**src/rtl/risc16_ctrl_fsm.sv**
```systemverilog
// risc16_ctrl_fsm - multi-cycle control unit for the RiSC-16 core.
//
// Fetches one instruction word at a time over a valid/ready handshake,
// decodes it, steers the ALU sitting downstream, sequences data-memory
// access and register-file writeback, and owns the program counter.
//
// Ports:
//   clk, rst             core clock, synchronous active-high reset
//   instr_valid, instr   instruction word for the current pc
//   instr_ready          high only while waiting for an instruction
//   pc                   current program counter
//   EQ, alu_out          ALU equality flag and result
//   MUX_alu1, MUX_alu2,
//   FUNC_alu, imm        ALU operand selects, function and immediate
//   rf_raddr1/2          register-file read addresses (rB, rC or rA)
//   rf_we/waddr/wdata    register-file write strobe, address and data
//   dmem_req/we/addr     data-memory request, store flag, address
//   dmem_rdata, dmem_ack load data and memory completion
//   halted               core stopped until the next reset
module risc16_ctrl_fsm #(
  parameter int              PC_W     = 16,
  parameter logic [PC_W-1:0] RESET_PC = '0
) (
  input  logic            clk,
  input  logic            rst,
  input  logic            instr_valid,
  input  logic [15:0]     instr,
  output logic            instr_ready,
  output logic [PC_W-1:0] pc,
  input  logic            EQ,
  input  logic [15:0]     alu_out,
  output logic            MUX_alu1,
  output logic            MUX_alu2,
  output logic [1:0]      FUNC_alu,
  output logic [9:0]      imm,
  output logic [2:0]      rf_raddr1,
  output logic [2:0]      rf_raddr2,
  output logic            rf_we,
  output logic [2:0]      rf_waddr,
  output logic [15:0]     rf_wdata,
  output logic            dmem_req,
  output logic            dmem_we,
  output logic [15:0]     dmem_addr,
  input  logic [15:0]     dmem_rdata,
  input  logic            dmem_ack,
  output logic            halted
);

  typedef enum logic [2:0] {
    FETCH  = 3'd0,
    DECODE = 3'd1,
    EXEC   = 3'd2,
    MEM    = 3'd3,
    WB     = 3'd4,
    HALT   = 3'd5
  } state_t;

  typedef enum logic [2:0] {
    OP_ADD  = 3'b000,
    OP_ADDI = 3'b001,
    OP_NAND = 3'b010,
    OP_LUI  = 3'b011,
    OP_SW   = 3'b100,
    OP_LW   = 3'b101,
    OP_BEQ  = 3'b110,
    OP_JALR = 3'b111
  } opcode_t;

  localparam logic [PC_W-1:0] PC_ONE = 1;

  state_t          state, state_next;
  logic [15:0]     ir, aluout, mdr;
  logic [PC_W-1:0] pc_next, pc_plus1, br_target;
  opcode_t         op;
  logic [2:0]      ra, rb, rc;
  logic            is_halt;

  assign op = opcode_t'(ir[15:13]);
  assign ra = ir[12:10];
  assign rb = ir[9:7];
  assign rc = ir[2:0];

  // JALR r0,r0 with a nonzero offset is the halt encoding.
  assign is_halt = (ra == 3'd0) && (rb == 3'd0) && (ir[6:0] != 7'd0);

  // Branch target has its own adder because the ALU is busy comparing.
  assign pc_plus1  = pc + PC_ONE;
  assign br_target = pc_plus1 + {{(PC_W-7){ir[6]}}, ir[6:0]};

  // Read addresses come straight from IR so they stay stable from
  // DECODE until the instruction retires.
  assign rf_raddr1   = rb;
  assign rf_raddr2   = ((op == OP_ADD) || (op == OP_NAND)) ? rc : ra;
  assign rf_waddr    = ra;
  assign dmem_addr   = aluout;
  assign instr_ready = (state == FETCH);
  assign halted      = (state == HALT);

  // State, pc and datapath registers; IR, ALUOUT and MDR only load in
  // the one state that owns each of them.
  always_ff @(posedge clk) begin
    if (rst) begin
      state  <= FETCH;
      pc     <= RESET_PC;
      ir     <= '0;
      aluout <= '0;
      mdr    <= '0;
    end else begin
      state <= state_next;
      pc    <= pc_next;
      if ((state == FETCH) && instr_valid) ir <= instr;
      if (state == EXEC) aluout <= alu_out;
      if ((state == MEM) && dmem_ack && (op == OP_LW)) mdr <= dmem_rdata;
    end
  end

  // Writeback data source depends only on the opcode.
  always_comb begin
    rf_wdata = aluout;
    if (op == OP_LW)        rf_wdata = mdr;
    else if (op == OP_JALR) rf_wdata = pc_plus1;
  end

  // Next-state, next-pc and strobe decode. Every output defaults to its
  // idle value so only the active state has to raise anything.
  always_comb begin
    state_next = state;
    pc_next    = pc;
    MUX_alu1   = 1'b0;
    MUX_alu2   = 1'b0;
    FUNC_alu   = 2'b00;
    imm        = 10'd0;
    rf_we      = 1'b0;
    dmem_req   = 1'b0;
    dmem_we    = 1'b0;
    case (state)
      FETCH: begin
        if (instr_valid) state_next = DECODE;
      end
      DECODE: begin
        state_next = EXEC;
      end
      EXEC: begin
        imm = ir[9:0];
        case (op)
          OP_ADD: begin
            state_next = WB;
          end
          OP_ADDI: begin
            MUX_alu2   = 1'b1;
            state_next = WB;
          end
          OP_NAND: begin
            FUNC_alu   = 2'b01;
            state_next = WB;
          end
          OP_LUI: begin
            FUNC_alu   = 2'b10;
            MUX_alu1   = 1'b1;
            state_next = WB;
          end
          OP_SW, OP_LW: begin
            MUX_alu2   = 1'b1;
            state_next = MEM;
          end
          OP_BEQ: begin
            FUNC_alu   = 2'b11;
            pc_next    = EQ ? br_target : pc_plus1;
            state_next = FETCH;
          end
          OP_JALR: begin
            FUNC_alu   = 2'b10;
            state_next = is_halt ? HALT : WB;
          end
          default: state_next = FETCH;
        endcase
      end
      MEM: begin
        dmem_req = 1'b1;
        dmem_we  = (op == OP_SW);
        if (dmem_ack) begin
          if (op == OP_SW) begin
            pc_next    = pc_plus1;
            state_next = FETCH;
          end else begin
            state_next = WB;
          end
        end
      end
      WB: begin
        // Writes to r0 are dropped but the instruction still retires.
        rf_we      = (ra != 3'd0);
        pc_next    = (op == OP_JALR) ? aluout[PC_W-1:0] : pc_plus1;
        state_next = FETCH;
      end
      HALT: begin
        state_next = HALT;
      end
      default: state_next = FETCH;
    endcase
  end

endmodule

```
**config.mk**
```make
export PLATFORM = sky130hd
export DESIGN_NAME = risc16_ctrl_fsm
export DESIGN_NICKNAME = d
export VERILOG_FILES = /design/src/rtl/risc16_ctrl_fsm.sv
export SDC_FILE = /design/constraint.sdc
export NUM_CORES = 1
export LEC_CHECK = 0
export BUFFER_PORTS_ARGS = -buffer_cell sky130_fd_sc_hd__clkbuf_2
export CAP_MARGIN = 20
export CORE_UTILIZATION = 30
export CTS_BUF_LIST = sky130_fd_sc_hd__clkbuf_16
export CTS_CLUSTER_DIAMETER = 40
export DETAILED_ROUTE_END_ITERATION = 8
export GPL_TIMING_DRIVEN = 0
export REMOVE_ABC_BUFFERS = 1
export SYNTH_ARGS = -nofsm -noshare
export SYNTH_HDL_FRONTEND = slang
export SYNTH_SLANG_ARGS = --single-unit
```
**constraint.sdc**
```tcl
create_clock -name clk -period 6.8 [get_ports clk]
set_clock_uncertainty 0.1 [all_clocks]
set_input_delay 1.02 -clock clk [delete_from_list [all_inputs] [get_ports clk]]
set_output_delay 1.02 -clock clk [all_outputs]
set_load 0.05 [all_outputs]
```
==> impl_metrics.toml <==
[outcome]
status = "finished clean"

[clocking]
numCtsBuffers = 9
htreeDepth = 3
cts_hold_buf = 0
cts_resized = 0
cts_tree = "built"
insertion_delay_ns = 0.34
clockBufferDepth = 2
ctsRootBufferMaster = "clkbuf_16"
clk_pin_slew_ns = 0.06
cts_setup_buffers = 0
numClockSinks = 67

[floorplanning]
start_util = 0.306
ioPinCount = 129
std_cell_rows = 44
die_height_microns = 124
fp.dieW_microns = 124
dieArea_sq_um = 15300
core-area_sq_um = 14500

[final_layout]
syn_to_final_growth_pct = 22.3
post-route-util = 0.375
antenna_cells = 0
fin_nets = 765
final_layout_size_suffix_gt1_frac = 0.228

[sta]
drv_slew = 0
worstMarginPinSlew_ns = 0.907
setup_tns_ns = 0
layout_min_cycle_time_ns = 3.76
setup_viol = 0
rsz0062_at_grt = "no"
max_freq_mhz = 266
fin_crit_sh = 0.552
hold_viol = 0
maxSlewHeadroom = 0.395

[yosys]
synth_common_cells = "nand2_1 (135), a21oi_1 (70), dfxtp_1 (67), clkbuf_1 (25), nor2_1 (25)"
synthMuxAreaShare = 0.0393
synth_edf_count = 0
syn_avg_cell_area_sq_um = 7.51
synth_area_sq_um = 4450
synth_area_leaders = "dfxtp_1 (30%), nand2_1 (11%), a21oi_1 (7.9%)"
synth-compound-area-share = 0.255
ys_ff_latch = 67
synth.distinct_cells = 64
yosysSeqAreaShare = 0.301
synth-xor-area-share = 0.0413
synth_top_area_cell = "dfxtp_1"
synth_cells = 593
synth_top_family_by_area = "compound AO/OA/AOI/OAI gates"
yosysMostFrequentCell = "nand2_1"
synthFlopType = "dfxtp_1"
synthAdderAreaFrac = 0.0579
synth_async_sr_flop_share = 0
yosys.area_share.simple = 0.248
ys_warn_count = 0
synth_top_area_share = 0.301

[route]
viasPerCell = 5.28
drt_pass1_iterations = 5
drc = 0
drt_wl_total_mm = 14.0
drt_iter0_drc = 256
vias = 4653
wire_per_inst_microns = 15.9
final_antenna_net_count = 0

[worst_hold_path]
hold-path-endpoint = "mdr[2]"
min_path_type = "reg -> reg"
holdPathStages = 2
hold_path_startpoint = "mdr[2]"

[setup_path]
regToRegSetupSlack_ns = 3.27
critPathLaunchType = "flip-flop"
path_buf_inv = 1
crit_required_ns = 5.68
path_cells = "nand4_1 > nor3_1 > and3_1 > xor2_1 > mux2i_1 > o21ai_1 > clkbuf_2"
r2r-end = "pc[13]"
cp_max_fo = 8
crit_family = "simple AND/OR/NAND/NOR gates"
slowest_stage = "dfxtp_1"
crit_arrival_ns = 2.64
critPathKind = "reg -> out"
critPathMaxStageDelay_ns = 0.50
end_kind = "output port"
r2r-start = "pc[0]"
r2r_cells = 10

[global_route]
first_global_vias = 4149
grt_start_max_net_pins = 36
antenna_found_initial = 0
overflow = 0
grt_pass1_wl_mm = 22.3
grt_usage = 0.189

[placement]
port_buffers = 128
dp_hpwl_mm = 10.5
gp_congestion = 0.911

[pwr]
power_mw = 1.23
ir_drop_mv = 0.115
p_leak_nw = 2.32
p_per_area_nw_per_um2 = 226

[flow_run]
max_cap_violations = 0
layout make-up:
| type | instances | area (sq um) |
|---|---|---|
| clock buffer | 9 | 225 |
| clock inverter | 7 | 60.1 |
| fill | 1559 | 9090 |
| inverter | 10 | 37.5 |
| multi-input combinational | 473 | 2860 |
| sequential | 67 | 1340 |
| tap | 184 | 230 |
| timing repair buffer | 131 | 691 |
worst reg2reg max path, delay by kind of cell, from the launching register on:
family | cells | cell delay, ns
AO/OA/AOI/OAI | 3 | 1.03
adder cells (fa/ha/maj) | 2 | 0.74
AND/OR/NAND/NOR | 3 | 0.68
flip-flops | 1 | 0.54
XOR/XNOR | 1 | 0.29
buffers and inverters | 1 | 0.10
sequential cells by signal, indices dropped and copies added, names as in the netlist:
register,cells
ir,16
mdr,16
pc,16
state,3
dmem_addr,16
layout by cell type, fill, tap and decap left out, types with 5 or more instances in the layout:
cell type,synthesis,layout
nand2_1,135,135
and2_1,15,15
a222oi_1,5,5
a221oi_1,10,10
inv_1,9,10
o21ai_0,24,24
xnor2_1,9,9
o21ai_1,13,13
and3_1,8,8
dfxtp_1,67,67
a21oi_1,70,70
nor3_1,9,9
a211oi_1,5,5
nand3_1,16,16
a21o_1,10,10
xor2_1,12,12
clkbuf_16,0,9
mux2i_1,13,13
nor2_1,25,24
clkbuf_2,0,128
nand4_1,6,6
ha_1,19,19
report_power, final:
part	switching, mW	total [mW]	leakage (nW)	internal [mW]
registers	0.0421	0.458	0.544	0.416
clock network	0.179	0.458	0.135	0.279
logic	0.218	0.312	1.64	0.0946
how the worst max path moves through the flow:
stage	from	to	slack, ns	cells past startpoint
after floorplan	pc[2]	rf_wdata[15]	2.91	5
after global placement	state[1]	MUX_alu1	2.77	5
after detailed placement	pc[1]	pc[13]	3.31	10
after CTS	pc[2]	rf_wdata[11]	3.03	7
after global routing	pc[0]	rf_wdata[14]	2.85	7
final	pc[2]	rf_wdata[11]	3.04	7
cells by family (layout without fill, tap and decap cells):
kind of cell,after synthesis,after routing
simple gates,242,242
xor+xnor,21,21
buf+inv,53,157
mux,17,17
fa+ha+maj,20,20
flops,67,67
compound gates,173,173
per-stage QoR:
stage,cells,hold slack (ns),instance area [sq um],worst slack [ns]
finish,881,0.353,5450,3.04
global route,881,0.373,5450,2.85
detailed placement,864,0.347,5140,3.31
CTS,880,0.354,5430,3.03
global placement,862,0.344,5110,2.77
floorplan,550,0.331,4240,2.91
layer usage:
metal	track usage	up-vias	part of all wire
met2	0.292	130	0.46
met3	0.0375	13	0.054
met5	0	-	0
li1	-	2321	-
met4	0.0542	0	0.013
met1	0.264	2189	0.47
Note: power is estimated with default switching activity, not from simulation.
